[src/rtl/pedal_pkg.sv]
// Shared constants for the pedal input stage: bit map of the two pedal
// channels, the released (idle) level, and default timing parameters.
package pedal_pkg;

  typedef logic [1:0] pedal_pair_t;

  localparam int   PEDAL_ACCEL    = 0;
  localparam int   PEDAL_BRAKE    = 1;
  localparam logic PEDAL_RELEASED = 1'b1;

  // 10 ms debounce and 50 ms pressure tick at 50 MHz
  localparam int DEF_DB_CYCLES   = 500000;
  localparam int DEF_RAMP_CYCLES = 2500000;
  localparam int DEF_PRESS_W     = 3;

endpackage

[src/rtl/pedal_conditioner_if.sv]
// Pedal conditioner bundle: raw keys in, conditioned pedal levels, pulses
// and pressure out. master = the conditioner, slave = its consumer.
interface pedal_conditioner_if
  import pedal_pkg::*;
#(
  parameter int PRESS_W = DEF_PRESS_W
);

  pedal_pair_t        keys_n;
  pedal_pair_t        pedals;
  logic               accel_press;
  logic               brake_press;
  logic [PRESS_W-1:0] accel_level;
  logic [PRESS_W-1:0] brake_level;
  logic               conflict;

  modport master (
    input  keys_n,
    output pedals, accel_press, brake_press, accel_level, brake_level, conflict
  );

  modport slave (
    output keys_n,
    input  pedals, accel_press, brake_press, accel_level, brake_level, conflict
  );

endinterface

[src/rtl/key_debounce.sv]
// One pushbutton channel: 2-flop synchronizer, hold-time debounce and a
// registered one-cycle pulse when the debounced key goes pressed (1->0).
// stable_next exposes the value the stable flop takes on the coming edge so
// the parent can register derived outputs on the same edge.
module key_debounce
  import pedal_pkg::*;
#(
  parameter int DB_CYCLES = DEF_DB_CYCLES
) (
  input  logic clk,
  input  logic reset,
  input  logic key_n,
  output logic stable_next,
  output logic press
);

  localparam int CNT_W = $clog2(DB_CYCLES);
  localparam logic [CNT_W-1:0] CNT_LAST = CNT_W'(DB_CYCLES - 1);

  logic             sync1_q, sync1_d;
  logic             sync2_q, sync2_d;
  logic             stable_q, stable_d;
  logic [CNT_W-1:0] cnt_q, cnt_d;
  logic             press_q, press_d;

  // Accept the synced value only after it has differed for DB_CYCLES clocks
  always_comb begin
    sync1_d  = key_n;
    sync2_d  = sync1_q;
    stable_d = stable_q;
    cnt_d    = cnt_q;
    if (sync2_q == stable_q) begin
      cnt_d = '0;
    end else if (cnt_q == CNT_LAST) begin
      stable_d = sync2_q;
      cnt_d    = '0;
    end else begin
      cnt_d = cnt_q + 1'b1;
    end
    press_d = stable_q & ~stable_d;
  end

  // State registers with synchronous reset to the released state
  always_ff @(posedge clk) begin
    if (reset) begin
      sync1_q  <= PEDAL_RELEASED;
      sync2_q  <= PEDAL_RELEASED;
      stable_q <= PEDAL_RELEASED;
      cnt_q    <= '0;
      press_q  <= 1'b0;
    end else begin
      sync1_q  <= sync1_d;
      sync2_q  <= sync2_d;
      stable_q <= stable_d;
      cnt_q    <= cnt_d;
      press_q  <= press_d;
    end
  end

  assign stable_next = stable_d;
  assign press       = press_q;

endmodule

[src/rtl/pedal_conditioner.sv]
// Pedal conditioner: debounces the accelerator/brake KEYs, drives clean
// active-low pedals for determineRPM, press pulses, saturating pressure
// levels ramped by a shared prescaler tick, and a both-pressed flag.
// Build option BRAKE_PRIORITY_EN: brake overrides the accelerator while
// both are pressed.
module pedal_conditioner
  import pedal_pkg::*;
#(
  parameter int DB_CYCLES   = DEF_DB_CYCLES,
  parameter int RAMP_CYCLES = DEF_RAMP_CYCLES,
  parameter int PRESS_W     = DEF_PRESS_W
) (
  input logic                 clk,
  input logic                 reset,
  pedal_conditioner_if.master pif
);

  localparam int PS_W = $clog2(RAMP_CYCLES);
  localparam logic [PS_W-1:0]    PS_LAST = PS_W'(RAMP_CYCLES - 1);
  localparam logic [PRESS_W-1:0] LVL_MAX = '1;

  pedal_pair_t        stable_next;
  pedal_pair_t        press_raw;
  logic [PS_W-1:0]    presc_q, presc_d;
  logic               tick;
  pedal_pair_t        pedals_q, pedals_d;
  logic               conflict_q, conflict_d;
  logic [PRESS_W-1:0] level_q [2];
  logic [PRESS_W-1:0] level_d [2];
  logic               accel_block;
  logic               accel_press_ok;

  key_debounce #(.DB_CYCLES(DB_CYCLES)) u_db_accel (
    .clk         (clk),
    .reset       (reset),
    .key_n       (pif.keys_n[PEDAL_ACCEL]),
    .stable_next (stable_next[PEDAL_ACCEL]),
    .press       (press_raw[PEDAL_ACCEL])
  );

  key_debounce #(.DB_CYCLES(DB_CYCLES)) u_db_brake (
    .clk         (clk),
    .reset       (reset),
    .key_n       (pif.keys_n[PEDAL_BRAKE]),
    .stable_next (stable_next[PEDAL_BRAKE]),
    .press       (press_raw[PEDAL_BRAKE])
  );

`ifdef BRAKE_PRIORITY_EN
  // A pressed brake masks the accelerator; accel presses accepted during a
  // conflict are swallowed so re-engagement after brake release is silent.
  assign accel_block    = ~stable_next[PEDAL_BRAKE];
  assign accel_press_ok = ~conflict_q;
`else
  assign accel_block    = 1'b0;
  assign accel_press_ok = 1'b1;
`endif

  assign tick = (presc_q == PS_LAST);

  // Prescaler wrap, resolved pedal levels and conflict, aligned with stable
  always_comb begin
    presc_d               = tick ? '0 : presc_q + 1'b1;
    conflict_d            = (stable_next == 2'b00);
    pedals_d[PEDAL_BRAKE] = stable_next[PEDAL_BRAKE];
    pedals_d[PEDAL_ACCEL] = stable_next[PEDAL_ACCEL] | accel_block;
  end

  // Pressure levels: one saturating step per tick, up while pressed, else down
  always_comb begin
    for (int ch = 0; ch < 2; ch++) begin
      level_d[ch] = level_q[ch];
      if (tick) begin
        if (pedals_q[ch] != PEDAL_RELEASED) begin
          if (level_q[ch] != LVL_MAX) level_d[ch] = level_q[ch] + 1'b1;
        end else if (level_q[ch] != '0) begin
          level_d[ch] = level_q[ch] - 1'b1;
        end
      end
    end
  end

  // Output and timer registers with synchronous reset
  always_ff @(posedge clk) begin
    if (reset) begin
      presc_q    <= '0;
      pedals_q   <= {2{PEDAL_RELEASED}};
      conflict_q <= 1'b0;
      level_q[0] <= '0;
      level_q[1] <= '0;
    end else begin
      presc_q    <= presc_d;
      pedals_q   <= pedals_d;
      conflict_q <= conflict_d;
      level_q[0] <= level_d[0];
      level_q[1] <= level_d[1];
    end
  end

  assign pif.pedals      = pedals_q;
  assign pif.conflict    = conflict_q;
  assign pif.accel_press = press_raw[PEDAL_ACCEL] & accel_press_ok;
  assign pif.brake_press = press_raw[PEDAL_BRAKE];
  assign pif.accel_level = level_q[PEDAL_ACCEL];
  assign pif.brake_level = level_q[PEDAL_BRAKE];

endmodule

[src/flat_wrapper.sv]
// flat-port wrapper written by rule: the top's interface ports become plain ports
module pedal_conditioner_flat import pedal_pkg::*;
#(
  parameter int DB_CYCLES   = DEF_DB_CYCLES,
  parameter int RAMP_CYCLES = DEF_RAMP_CYCLES,
  parameter int PRESS_W     = DEF_PRESS_W
)
  (clk, reset, pif_keys_n, pif_pedals, pif_accel_press, pif_brake_press, pif_accel_level, pif_brake_level, pif_conflict);
  pedal_conditioner_if #(.PRESS_W(PRESS_W)) pif_i ();
  input logic clk;
  input logic reset;
  input wire logic [$bits(pif_i.keys_n)-1:0] pif_keys_n;
  output wire logic [$bits(pif_i.pedals)-1:0] pif_pedals;
  output wire logic [$bits(pif_i.accel_press)-1:0] pif_accel_press;
  output wire logic [$bits(pif_i.brake_press)-1:0] pif_brake_press;
  output wire logic [$bits(pif_i.accel_level)-1:0] pif_accel_level;
  output wire logic [$bits(pif_i.brake_level)-1:0] pif_brake_level;
  output wire logic [$bits(pif_i.conflict)-1:0] pif_conflict;
  assign pif_i.keys_n = pif_keys_n;
  assign pif_pedals = pif_i.pedals;
  assign pif_accel_press = pif_i.accel_press;
  assign pif_brake_press = pif_i.brake_press;
  assign pif_accel_level = pif_i.accel_level;
  assign pif_brake_level = pif_i.brake_level;
  assign pif_conflict = pif_i.conflict;
  pedal_conditioner #(.DB_CYCLES(DB_CYCLES), .RAMP_CYCLES(RAMP_CYCLES), .PRESS_W(PRESS_W)) u_core (.clk(clk), .reset(reset), .pif(pif_i));
endmodule
[config.mk]
export PLATFORM = sky130hd
export DESIGN_NAME = pedal_conditioner_flat
export DESIGN_NICKNAME = d
export VERILOG_FILES = /design/src/rtl/pedal_pkg.sv /design/src/rtl/pedal_conditioner_if.sv /design/src/rtl/key_debounce.sv /design/src/rtl/pedal_conditioner.sv /design/src/flat_wrapper.sv
export SDC_FILE = /design/constraint.sdc
export NUM_CORES = 1
export LEC_CHECK = 0
export BUFFER_PORTS_ARGS = -buffer_cell sky130_fd_sc_hd__clkbuf_2
export CAP_MARGIN = 20
export CORE_MARGIN = 2
export CORE_UTILIZATION = 25
export CTS_BUF_LIST = sky130_fd_sc_hd__clkbuf_4
export DETAILED_ROUTE_END_ITERATION = 10
export PLACE_DENSITY_LB_ADDON = 0.1
export SYNTH_ARGS = -nofsm -noshare
export SYNTH_HDL_FRONTEND = slang
export SYNTH_SLANG_ARGS = --single-unit
export TNS_END_PERCENT = 100
[constraint.sdc]
create_clock -name clk -period 1.45 [get_ports clk]
set_input_delay 0.145 -clock clk [delete_from_list [all_inputs] [get_ports clk]]
set_output_delay 0.145 -clock clk [all_outputs]
set_load 0.02 [all_outputs]
==> summary.md, run 1 <==
| Metric | Value |
|---|---|
| Status | `finished, violations left` |
| Failing checks | `negative setup slack` |
| Worst hold path type | `reg2reg` |
| Peak supply drop | `about 440 uV` |
| DR vias/cell | `4.19` |
| Post-synth cell types | `41` |
| Syn_area_per_cell | `9.18 um2` |
| Hold Crit Start | `u_core.u_db_accel.sync1_q$_SDFF_PP1_` |
| Most used flip-flop cell after synthesis | `dfxtp_1` |
| Clk slew on worst S/H paths | `between 0.1 and 0.15 ns` |
| P per Cell Area | `703 nW/um2` |
| Post-synth EDFFs | `0` |
| Worst slew pin tran | `0.539 ns` |
| R2r endpoint | `u_core.u_db_accel.cnt_q[14]$_SDFF_PP0_` |
| Initial Util | `25.4%` |
| Diodes inserted | `0` |
| Max Root-Sink Buffers | `2` |
| Minimum clock period | `1.60 ns` |
| Max Clock Skew | `approximately 0.0072 ns` |
| Yosys top cell by area | `dfxtp_1` |
| Starting DRT DRC Count | `about 120` |
| Fraction of layout cells with a size suffix above 1 | `40.0%` |
| PnR worst setup slack | `-0.153 ns` |
| RSZ-0062 raised after global routing | `yes` |
| Type of the worst setup path | `reg2reg` |
| Final Setup Violations | `67` |
| Die area | `14,300 um2` |
| Fillcell total | `1,380` |
| Sink Count | `75` |
| Antenna Nets Post-Route | `0` |
| Fin nets | `481` |
| Max Freq | `624 MHz` |
| Largest net degree at the start of global routing | `23` |
| Final Hold Fails | `0` |
| Die height | `between 100 and 150 um` |
| TritonCTS clock tree | `yes` |
| Initial DRT Pass Iterations | `4` |
| Die W | `120 um` |
| Total GRT Usage | `11.1%` |
| CP Launch Point | `u_core.u_db_accel.cnt_q[0]$_SDFF_PP0_` |
| Initial antenna violation count | `0` |
| I/O Buffers | `14` |
| Synth Instances | `364` |
| Gr ovfl total | `0` |
| # IOs | `15` |
| Total power | `3.35 mW` |
| Sequential fraction of the synthesis area | `roughly 45%` |
| Drt wl/cell | `11.4 um` |
| Arrival @ worst endpoint | `1.95 ns` |
| Leakage | `approximately 1.8 nW` |
| Synth top area share | `44.9%` |
| Syn Nets | `373` |
| Routed vias | `2,739` |
| Setup TNS | `-8.45 ns` |
| Most numerous cell in the Yosys netlist | `nor2_1` |
| Worst reg-to-reg setup slack | `-0.15 ns` |
| CP Capture Point | `u_core.u_db_accel.cnt_q[14]$_SDFF_PP0_` |
| Slew HR | `63.8%` |
| First-pass GRT wire length | `~13,000 um` |
| Top post-synthesis cells by area | `dfxtp_1 45%, nor2_1 8.5%, xor2_1 8.4%, xnor2_1 7.6%, nand3_1 3.4%` |
| FF+latch count, synth | `75` |
| CP max FO | `5` |
| Ys async rst share | `0%` |
| Drc violations | `0` |
| Maxcap violations | `0` |
| Post-layout util | `36.3%` |
| Reg2reg path depth | `7` |
| Max-slew violations | `0` |
| Synth top cells by count | `76 x nor2_1, 75 x dfxtp_1, 32 x xor2_1` |
| RR Startpoint | `u_core.u_db_accel.cnt_q[0]$_SDFF_PP0_` |
| YS warnings | `0` |
| Dpl ws | `-0.170 ns` |
| Vias in the first global route | `between 2,000 and 3,000` |
| Placed wire-length estimate | `about 5000 um` |
| Core area | `13,100 um2` |
| CTS buffer count | `9` |
| GP Congestion | `approximately 0.74` |
| Final period util | `111%` |
| Critical Path Sink Type | `flop` |
| Mapped cell area | `3340 um2` |
| Area growth syn-to-layout | `42.8%` |
| Skew-Pair Late Insertion Delay | `0.43 ns` |
| DRT Wirelength | `between 7000 and 8000 um` |
| H-tree depth | `3` |
| Site Rows | `42` |
| CTS root buf | `clkbuf_4` |
| CP Launch Type | `flop` |
| Data required, critical path | `1.80 ns` |
==> how the worst min path moves through the flow <==
stage               cells past startpoint                              endpoint
finish                                  1  u_core.u_db_accel.sync2_q$_SDFF_PP1_
global route                            3  u_core.u_db_brake.sync1_q$_SDFF_PP1_
CTS                                     3  u_core.u_db_brake.sync1_q$_SDFF_PP1_
detailed placement                      2  u_core.u_db_brake.sync1_q$_SDFF_PP1_
global placement                        2  u_core.u_db_brake.sync1_q$_SDFF_PP1_
floorplan                               1  u_core.u_db_accel.sync1_q$_SDFF_PP1_
==> sequential cells by signal, summed over array words and instances (netlist names), 6 cells and up <==
signal	flops
u_core.u_db_accel.cnt_q	19
u_core.presc_q	22
u_core.u_db_brake.cnt_q	19
u_core.level_q	6
==> final cells by class <==
type | instances | area [um2] | share of cell area, %
multi-input combinational | 267 | 1970 | 41.3
clock inverter | 3 | 15.0 | 0.315
timing repair buffer | 106 | 885 | 18.5
clock buffer | 13 | 97.6 | 2.05
sequential | 75 | 1530 | 32.1
inverter | 13 | 48.8 | 1.02
tap | 176 | 220 | 4.62
==> metrics by stage <==
step,hold slack [ns],std cells,instance area (um2)
3_3_place_gp,0.330,626,4300
6_report,0.422,653,4770
2_1_floorplan,0.249,364,3440
5_1_grt,0.406,653,4770
3_5_place_dp,0.331,626,4300
4_1_cts,0.386,648,4520
==> placed cells by master, fill, tap and decap left out, types with 2 or more instances in the layout <==
cell type / n
xor2_1: 31
buf_6: 3
nor4b_1: 2
clkbuf_4: 13
nor3_4: 2
inv_1: 12
clkbuf_16: 3
and4_1: 4
nand2_1: 23
nor4_1: 3
fa_2: 2
dlygate4sd3_1: 3
nor4_4: 6
dfxtp_1: 61
buf_4: 79
clkinv_2: 3
and3_1: 7
dfxtp_4: 5
clkbuf_2: 14
nor2_2: 13
a211oi_2: 2
mux2i_2: 2
nor2_1: 55
nand3_1: 21
buf_12: 2
nand3_2: 3
or2_2: 4
dfxtp_2: 9
ha_4: 2
and4bb_2: 2
xnor2_1: 29
nand4_1: 11
or4b_1: 2
nand2b_1: 3
nor2_4: 8
nor3_1: 10
nand3b_1: 2
==> worst max-delay path: stages, from the launching register on <==
cell and delay (ns):
dfxtp_2 0.37, ha_4 0.14, nand4_1 0.13, nor3_2 0.24, nand3_2 0.21, nand2_4 0.19
clkbuf_16 0.18, nor2_1 0.04
==> cell families after synthesis <==
group,after synthesis,share of synthesized area (%)
AND/OR/NAND/NOR,192,31.6
flip-flops,75,44.9
XOR/XNOR,61,16.0
buffers and inverters,22,3.15
AO/OA/AOI/OAI,7,1.42
adder cells (fa/ha/maj),5,2.32
multiplexers,2,0.599
==> layer usage <==
| metal | track usage (%) | vias up | part of all wire [%] |
|---|---|---|---|
| li1 | - | 1440 | - |
| met1 | 14.2 | 1274 | 49 |
| met2 | 17.2 | 18 | 47 |
| met3 | 4.18 | 7 | 3.1 |
| met4 | 3.97 | 0 | 1.3 |
| met5 | 0 | - | 0 |
==> report_power, final <==
part | switching (mW) | total, mW | internal, mW
logic | 0.0562 | 0.123 | 0.0670
registers | 0.0120 | 2.08 | 2.07
clock network | 0.728 | 1.15 | 0.423
total | 0.796 | 3.35 | 2.56
==> what timing repair did <==
item	in CTS	in global routing
cloned	1	4
endpoints found under the setup margin	68	68
gates resized for setup	15	44
buffers inserted	2	2
hold buffers	3	0
hold endpoints to repair	4	0
pin swaps	10	22
Power figures use the tool's default switching activity.
==> run 2, diff against run 1 <==
CELL_PAD_IN_SITES_DETAIL_PLACEMENT = 2   (was not set)
CELL_PAD_IN_SITES_GLOBAL_PLACEMENT = 2   (was not set)
==> summary.md, run 2 (synthesis gave the netlist of run 1 again) <==
| Metric | Value |
|---|---|
| Initial antenna violation count | `0 (unchanged)` |
| Most frequent cells in the layout | `85 x buf_4, 57 x dfxtp_1, 40 x nor2_1, 28 x xnor2_1, 27 x xor2_1` |
| GP Congestion | `0.719 (-2.6%)` |
| Arrival @ worst endpoint | `1.95 ns (about the same)` |
| Sink Count | `75 (unchanged)` |
| Commonest non-fill, non-tap cell in the layout | `buf_4` |
| Routed vias | `2,919 (+6.6%)` |
| Initial DRT Pass Iterations | `4 (unchanged)` |
| Max Freq | `617 MHz (-1.1%)` |
| Total GRT Usage | `14.8% (+3.6 points)` |
| Fin nets | `494 (+2.7%)` |
| Sequential Area | `1540 um2 (+0.65%)` |
| Drc violations | `0 (unchanged)` |
| TritonCTS clock tree | `yes` |
| Peak supply drop | `359 uV (-18%)` |
| Worst hold path type | `in2reg` |
| Antenna Nets Post-Route | `0 (unchanged)` |
| First-pass GRT wire length | `16,500 um (+32%)` |
| DRT Wirelength | `10000 um (+34%)` |
| Worst reg-to-reg setup slack | `-0.17 ns (-0.02 ns)` |
| Clk slew on worst S/H paths | `0.13 ns (about the same)` |
| CTS root buf | `clkbuf_4` |
| DR vias/cell | `4.38 (+4.5%)` |
| Core area | `13,100 um2 (unchanged)` |
| Leakage | `1.92 nW (+6.5%)` |
| Final Hold Fails | `0 (unchanged)` |
| Dpl ws | `-0.207 ns (-0.0377 ns)` |
| Multi-input gate area | `2220 um2 (+13%)` |
| Initial Util | `25.4% (unchanged)` |
| Most used routing layer | `met2` |
| Setup TNS | `-5.65 ns (+2.79 ns)` |
| Max-slew violations | `0 (unchanged)` |
| Die height | `120 um (unchanged)` |
| M2 GR Usage | `25.3% (+8.1 points)` |
| Slowest Stage Delay on Critical Path | `0.38 ns (about the same)` |
| GR Util met1 | `18.3% (+4.1 points)` |
| Area growth syn-to-layout | `57.3%` |
| Worst slew pin tran | `0.387 ns (-0.152 ns)` |
| P per Cell Area | `736 nW/um2 (+4.8%)` |
| Critical Path Sink Type | `flop` |
| Diodes inserted | `0 (unchanged)` |
| Data required, critical path | `1.78 ns (-0.02 ns)` |
| Crit-path cells | `nor4_4 -> and4b_1 -> and4_4 -> or2_4 -> buf_16 -> nor2_4` |
| Die W | `120 um (unchanged)` |
| Maxcap violations | `0 (unchanged)` |
| CP max FO | `8 (+3)` |
| Post-layout util | `40.0% (+3.7 points)` |
| Die area | `14,300 um2 (unchanged)` |
| H-tree depth | `3 (unchanged)` |
| Fillcell total | `1,438 (+4.2%)` |
| Starting DRT DRC Count | `77 (-38%)` |
| Skew-Pair Late Insertion Delay | `0.45 ns (+0.02 ns)` |
| Max Clock Skew | `0.0177 ns (+0.0104 ns)` |
| GRT met3 Usage | `2.28% (-1.9 points)` |
| # IOs | `15 (unchanged)` |
| Gr ovfl total | `0 (unchanged)` |
| Site Rows | `42 (unchanged)` |
| Most flop-heavy register | `u_core.presc_q` |
| Final Setup Violations | `61 (-9.0%)` |
| Drt wl/cell | `15.0 um (+32%)` |
| Type of the worst setup path | `reg2reg` |
| Failing checks | `negative setup slack` |
| Slew HR | `74.0% (+10 points)` |
| Slowest-stage cell, CP | `dfxtp_4` |
| CTS buffer count | `9 (unchanged)` |
| Largest net degree at the start of global routing | `18 (-22%)` |
| Final period util | `112% (+1.3 points)` |
| Vias in the first global route | `3,342 (+27%)` |
| CP Launch Type | `flop` |
| Fraction of layout cells with a size suffix above 1 | `48.8% (+8.7 points)` |
| Placed wire-length estimate | `6490 um (+29%)` |
| RSZ-0062 raised after global routing | `yes` |
| PnR worst setup slack | `-0.172 ns (-0.0183 ns)` |
| Minimum clock period | `1.62 ns (+0.0183 ns)` |
| Max FFs per register | `22 (unchanged)` |
| I/O Buffers | `14 (unchanged)` |
| Status | `finished, violations left` |
| Max Root-Sink Buffers | `2 (unchanged)` |
| Top Registers | `u_core.presc_q: 22 flops, u_core.u_db_accel.cnt_q: 19 flops, u_core.u_db_brake.cnt_q: 19 flops` |
[run 2: changes by cell type in the layout (fill, tap and decap cells not counted), moves of 4 or more]
cell / previous run / this run
buf_16: 1 / 5
nor2_4: 8 / 25
clkbuf_4: 13 / 9
xor2_2: 1 / 5
nor2_1: 55 / 40
buf_4: 79 / 85
dfxtp_1: 61 / 57
nor3_1: 10 / 6
xor2_1: 31 / 27
nor3_2: 1 / 5
buf_6: 3 / 7
[run 2: cell type report]
cell class | count | area share [%]
tap | 176 | 4.19
clock inverter | 7 | 2.02
inverter | 13 | 0.929
multi-input combinational | 267 | 42.3
sequential | 75 | 29.3
timing repair buffer | 119 | 19.9
clock buffer | 9 | 1.29
[run 2: where the power goes]
part | internal (mW) | total [mW] | switching (mW)
sequential | 2.06 | 2.08 | 0.0142
combinational | 0.0819 | 0.155 | 0.0736
clock | 0.853 | 1.64 | 0.783
[run 2: what timing repair did]
| item | 4_1_cts | 5_1_grt |
|---|---|---|
| setup buffers | 16 | 2 |
| pin swaps | 28 | 29 |
| cloned | 6 | 0 |
| hold endpoints to repair | 3 | 0 |
| hold buffers | 3 | 0 |
| setup endpoints to repair | 69 | 69 |
| resized for setup | 47 | 88 |
[run 2: worst paths after layout]
kind                                                             from                               endpoint  cells past startpoint
worst max register to register  u_core.u_db_brake.cnt_q[9]$_SDFF_PP0_  u_core.u_db_brake.cnt_q[6]$_SDFF_PP0_                      6
worst max-delay path            u_core.u_db_brake.cnt_q[9]$_SDFF_PP0_  u_core.u_db_brake.cnt_q[6]$_SDFF_PP0_                      6
worst min register to register   u_core.u_db_accel.sync1_q$_SDFF_PP1_   u_core.u_db_accel.sync2_q$_SDFF_PP1_                      1
worst min-delay path                                    pif_keys_n[1]   u_core.u_db_brake.sync1_q$_SDFF_PP1_                      3
[run 2: worst max-delay path, delay by kind of cell, from the launching register on]
| kind | cells | cell delay, ns |
|---|---|---|
| buf+inv | 1 | 0.18 |
| flops | 1 | 0.38 |
| simple gates | 5 | 0.97 |
[run 2: stage by stage]
stage / area (um2) / hold slack (ns) / power [mW] / instances
2_1_floorplan: 3440 / 0.249 / 2.18 / 364
6_report: 5250 / 0.413 / 3.87 / 666
4_1_cts: 5000 / 0.387 / 3.97 / 669
5_1_grt: 5250 / 0.411 / 4.04 / 666
3_3_place_gp: 4320 / 0.333 / 2.22 / 629
3_5_place_dp: 4320 / 0.341 / 2.22 / 629
[run 2: metal layers]
| metal | part of all wire, % | wire (um) |
|---|---|---|
| met1 | 44 | 4400 |
| met2 | 53 | 5260 |
| met3 | 1.4 | 144 |
| met4 | 1.9 | 193 |
| met5 | 0 | 0 |
==> run 3, diff against run 2 <==
SETUP_SLACK_MARGIN = 0.2   (was not set)
SYNTH_HIERARCHICAL = 1   (was not set)
==> summary.md, run 3 <==
| Metric | Value |
|---|---|
| Status | `finished, violations left` |
| Failing checks | `negative setup slack` |
| PnR worst setup slack | `-0.656 ns (-0.485 ns)` |
| Final period util | `145% (+33 points)` |
| H-tree depth | `3 (unchanged)` |
| Post-synthesis mux area share | `1.20% (+0.60 points)` |
| Worst slew pin tran | `0.418 ns (+0.0313 ns)` |
| Drt wl/cell | `16.3 um (+8.4%)` |
| Top Registers | `u_core/presc_q: 22 flops, u_core/u_db_accel/cnt_q: 19 flops, u_core/u_db_brake/cnt_q: 19 flops` |
| Largest net degree at the start of global routing | `20 (+2)` |
| Commonest non-fill, non-tap cell in the layout | `buf_4` |
| Syn Nets | `402 (+7.8%)` |
| Minimum clock period | `2.11 ns (+0.485 ns)` |
| Post-layout util | `40.6% (+0.64 points)` |
| Drc violations | `0 (unchanged)` |
| Sink Count | `77 (+2.7%)` |
| Diodes inserted | `0 (unchanged)` |
| # IOs | `15 (unchanged)` |
| Peak supply drop | `308 uV (-14%)` |
| Worst hold path type | `in2reg` |
| Largest family of logic cells by synthesized area | `simple AND/OR/NAND/NOR gates` |
| GP Congestion | `0.727 (+1.0%)` |
| Final Setup Violations | `73 (+20%)` |
| Final Cell Area | `5640 um2 (+7.3%)` |
| Yosys top cell by area | `dfxtp_1` |
| Maxcap violations | `0 (unchanged)` |
| Type of the worst setup path | `reg2reg` |
| Leakage | `2.07 nW (+7.7%)` |
| Routed vias | `3,461 (+19%)` |
| Final Hold Fails | `0 (unchanged)` |
| Slowest Stage Delay on Critical Path | `0.52 ns (+0.14 ns)` |
| Area growth syn-to-layout | `59.3%` |
| DRT Wirelength | `11,900 um (+19%)` |
| Data required, critical path | `1.86 ns (+0.08 ns)` |
| Die area | `15,100 um2 (+5.8%)` |
| Post-synth EDFFs | `0 (unchanged)` |
| RSZ-0062 raised after global routing | `yes` |
| Setup TNS | `-28.83 ns (-23.18 ns)` |
| Mapped cell area | `3540 um2 (+6.0%)` |
| P per Cell Area | `646 nW/um2 (-12%)` |
| CP max FO | `2 (-6)` |
| Die W | `123 um (+2.8%)` |
| Crit-path cells | `or4b_1 -> or4_4 -> nor2_4 -> mux2_4 -> or2_4 -> nor2_2` |
| Placed wire-length estimate | `8000 um (+23%)` |
| Max FFs per register | `22 (unchanged)` |
| Most flop-heavy register | `u_core/presc_q` |
| Slowest-stage cell, CP | `or4b_1` |
| Core area | `13,900 um2 (+5.7%)` |
| Fin nets | `555 (+12%)` |
| FF+latch count, synth | `77 (+2.7%)` |
| Most used flip-flop cell after synthesis | `dfxtp_1` |
| Max-slew violations | `0 (unchanged)` |
| Most numerous cell in the Yosys netlist | `dfxtp_1` |
| Total GRT Usage | `16.1% (+1.3 points)` |
| Max Root-Sink Buffers | `2 (unchanged)` |
| Gr ovfl total | `0 (unchanged)` |
| Compound-Gate Fraction of Synth Area | `7.78% (+6.4 points)` |
| CTS buffer count | `9 (unchanged)` |
| Slew HR | `71.9% (-2.2 points)` |
| Skew-Pair Late Insertion Delay | `0.46 ns (about the same)` |
| Starting DRT DRC Count | `70 (-9.1%)` |
| Xor-xnor portion of the synthesized cell area | `10.9% (-5.1 points)` |
| CP Buf/Inv Count | `0 (-1)` |
| Synth top area share | `43.5% (-1.4 points)` |
| Sequential fraction of the synthesis area | `43.5% (-1.4 points)` |
| I/O Buffers | `14 (unchanged)` |
| Initial DRT Pass Iterations | `4 (unchanged)` |
| DR vias/cell | `4.73 (+8.0%)` |
| Total power | `3.64 mW (-5.8%)` |
| TritonCTS clock tree | `yes` |
| Max Clock Skew | `0.0150 ns (-0.00264 ns)` |
| Initial antenna violation count | `0 (unchanged)` |
| Delay-heaviest family, CP | `simple AND/OR/NAND/NOR gates` |
| CP Launch Type | `flop` |
| Clk slew on worst S/H paths | `0.14 ns (about the same)` |
| Site Rows | `43 (+2.4%)` |
| Top post-synthesis cells by area | `dfxtp_1 44%, xnor2_1 6.7%, nor2_1 6.2%, xor2_1 4.2%, nand3_1 3.1%` |
| Ys async rst share | `0% (unchanged)` |
| First-pass GRT wire length | `18,600 um (+12%)` |
| Critical Path Sink Type | `flop` |
| YS warnings | `6 (+6)` |
| Simple-gate portion of the synthesized area | `31.1% (-0.47 points)` |
| Fraction of layout cells with a size suffix above 1 | `50.6% (+1.9 points)` |
| Synth Instances | `393 (+8.0%)` |
| Die height | `123 um (+2.8%)` |
| CTS root buf | `clkbuf_4` |
| Synth top cells by count | `77 x dfxtp_1, 58 x nor2_1, 27 x xnor2_1` |
| Arrival @ worst endpoint | `2.52 ns (+0.57 ns)` |
| Most frequent cells in the layout | `98 x buf_4, 58 x dfxtp_1, 30 x nor2_1, 27 x xnor2_1, 25 x nor2_2` |
| Vias in the first global route | `3,677 (+10%)` |
| Max Freq | `475 MHz (-23%)` |
| Post-synth cell types | `44 (+7.3%)` |
| Initial Util | `25.5% (+0.072 points)` |
| Antenna Nets Post-Route | `0 (unchanged)` |
| Placed Area | `4760 um2 (+10%)` |
| Synth Area in Adders | `2.19% (-0.13 points)` |
| Syn_area_per_cell | `9.01 um2 (-1.9%)` |
[run 3: cell count changes after synthesis, sizes merged, moves of 4 or more]
cell and delta:
nor2 -18, nand4 +6, inv +4, or3 +5, a21oi +19, xor2 -15
or4b +4, nand2 -5, o21ai +9, or4 +10
[run 3: worst reg2reg max path, cell delays in order (launching register included)]
cell     delay (ns)
dfxtp_2        0.33
or4b_1         0.52
or4_4          0.46
nor2_4         0.13
mux2_4         0.30
or2_4          0.25
nor2_2         0.07
[run 3: layer usage]
metal  vias to the layer above  part of all wire, %  GRT usage [%]
met3                        13                  1.6           2.81
met5                         -                    0              0
met2                        20                   54           28.8
met1                      1729                   43           18.5
li1                       1699                    -              -
met4                         0                  1.8           7.32
[run 3: layout make-up]
class                      count  area, um2
multi-input combinational    292       2200
clock inverter                 6       53.8
timing repair buffer         149       1430
clock buffer                  10       75.1
sequential                    77       1590
fill                        1505       8240
tap                          180        225
inverter                      17       66.3
[run 3: per-stage QoR]
stage	std cells	setup slack, ns	hold slack (ns)
after floorplan	393	-0.693	0.249
after global placement	686	-0.700	0.327
after detailed placement	686	-0.729	0.334
after CTS	722	-0.746	0.0872
after global routing	731	-0.721	0.109
final	731	-0.656	0.122
[run 3: power by group]
group	total, mW	internal, mW	switching, mW
Combinational	0.180	0.0987	0.0811
Sequential	2.13	2.12	0.0117
Clock	1.34	0.526	0.810
Total	3.64	2.74	0.903
[run 3: cell families after synthesis]
group / Yosys count
AOI/OAI and AO/OA: 43
xor gates and xnor gates: 44
buffers and inverters: 25
muxes: 4
and+or+nand+nor: 195
adders and majority gates: 5
DFF: 77
[run 3: final timing paths]
path	slack, ns	startpoint	depth (start not counted)	endpoint
min	0.12	reset	2	u_core/u_db_accel/sync2_q$_SDFF_PP1_
max reg2reg	-0.66	u_core/u_db_brake/cnt_q[12]$_SDFF_PP0_	6	u_core/pif.conflict$_SDFF_PP0_
max	-0.66	u_core/u_db_brake/cnt_q[12]$_SDFF_PP0_	6	u_core/pif.conflict$_SDFF_PP0_
min reg2reg	0.43	u_core/u_db_accel/sync1_q$_SDFF_PP1_	1	u_core/u_db_accel/sync2_q$_SDFF_PP1_
[run 3: timing repair]
item	4_1_cts	5_1_grt
setup endpoints to repair	81	81
hold buffers	2	0
gates resized for setup	45	70
buffers inserted	14	6
gates cloned	4	3
endpoints found under the hold margin	2	0
pin swaps	14	18
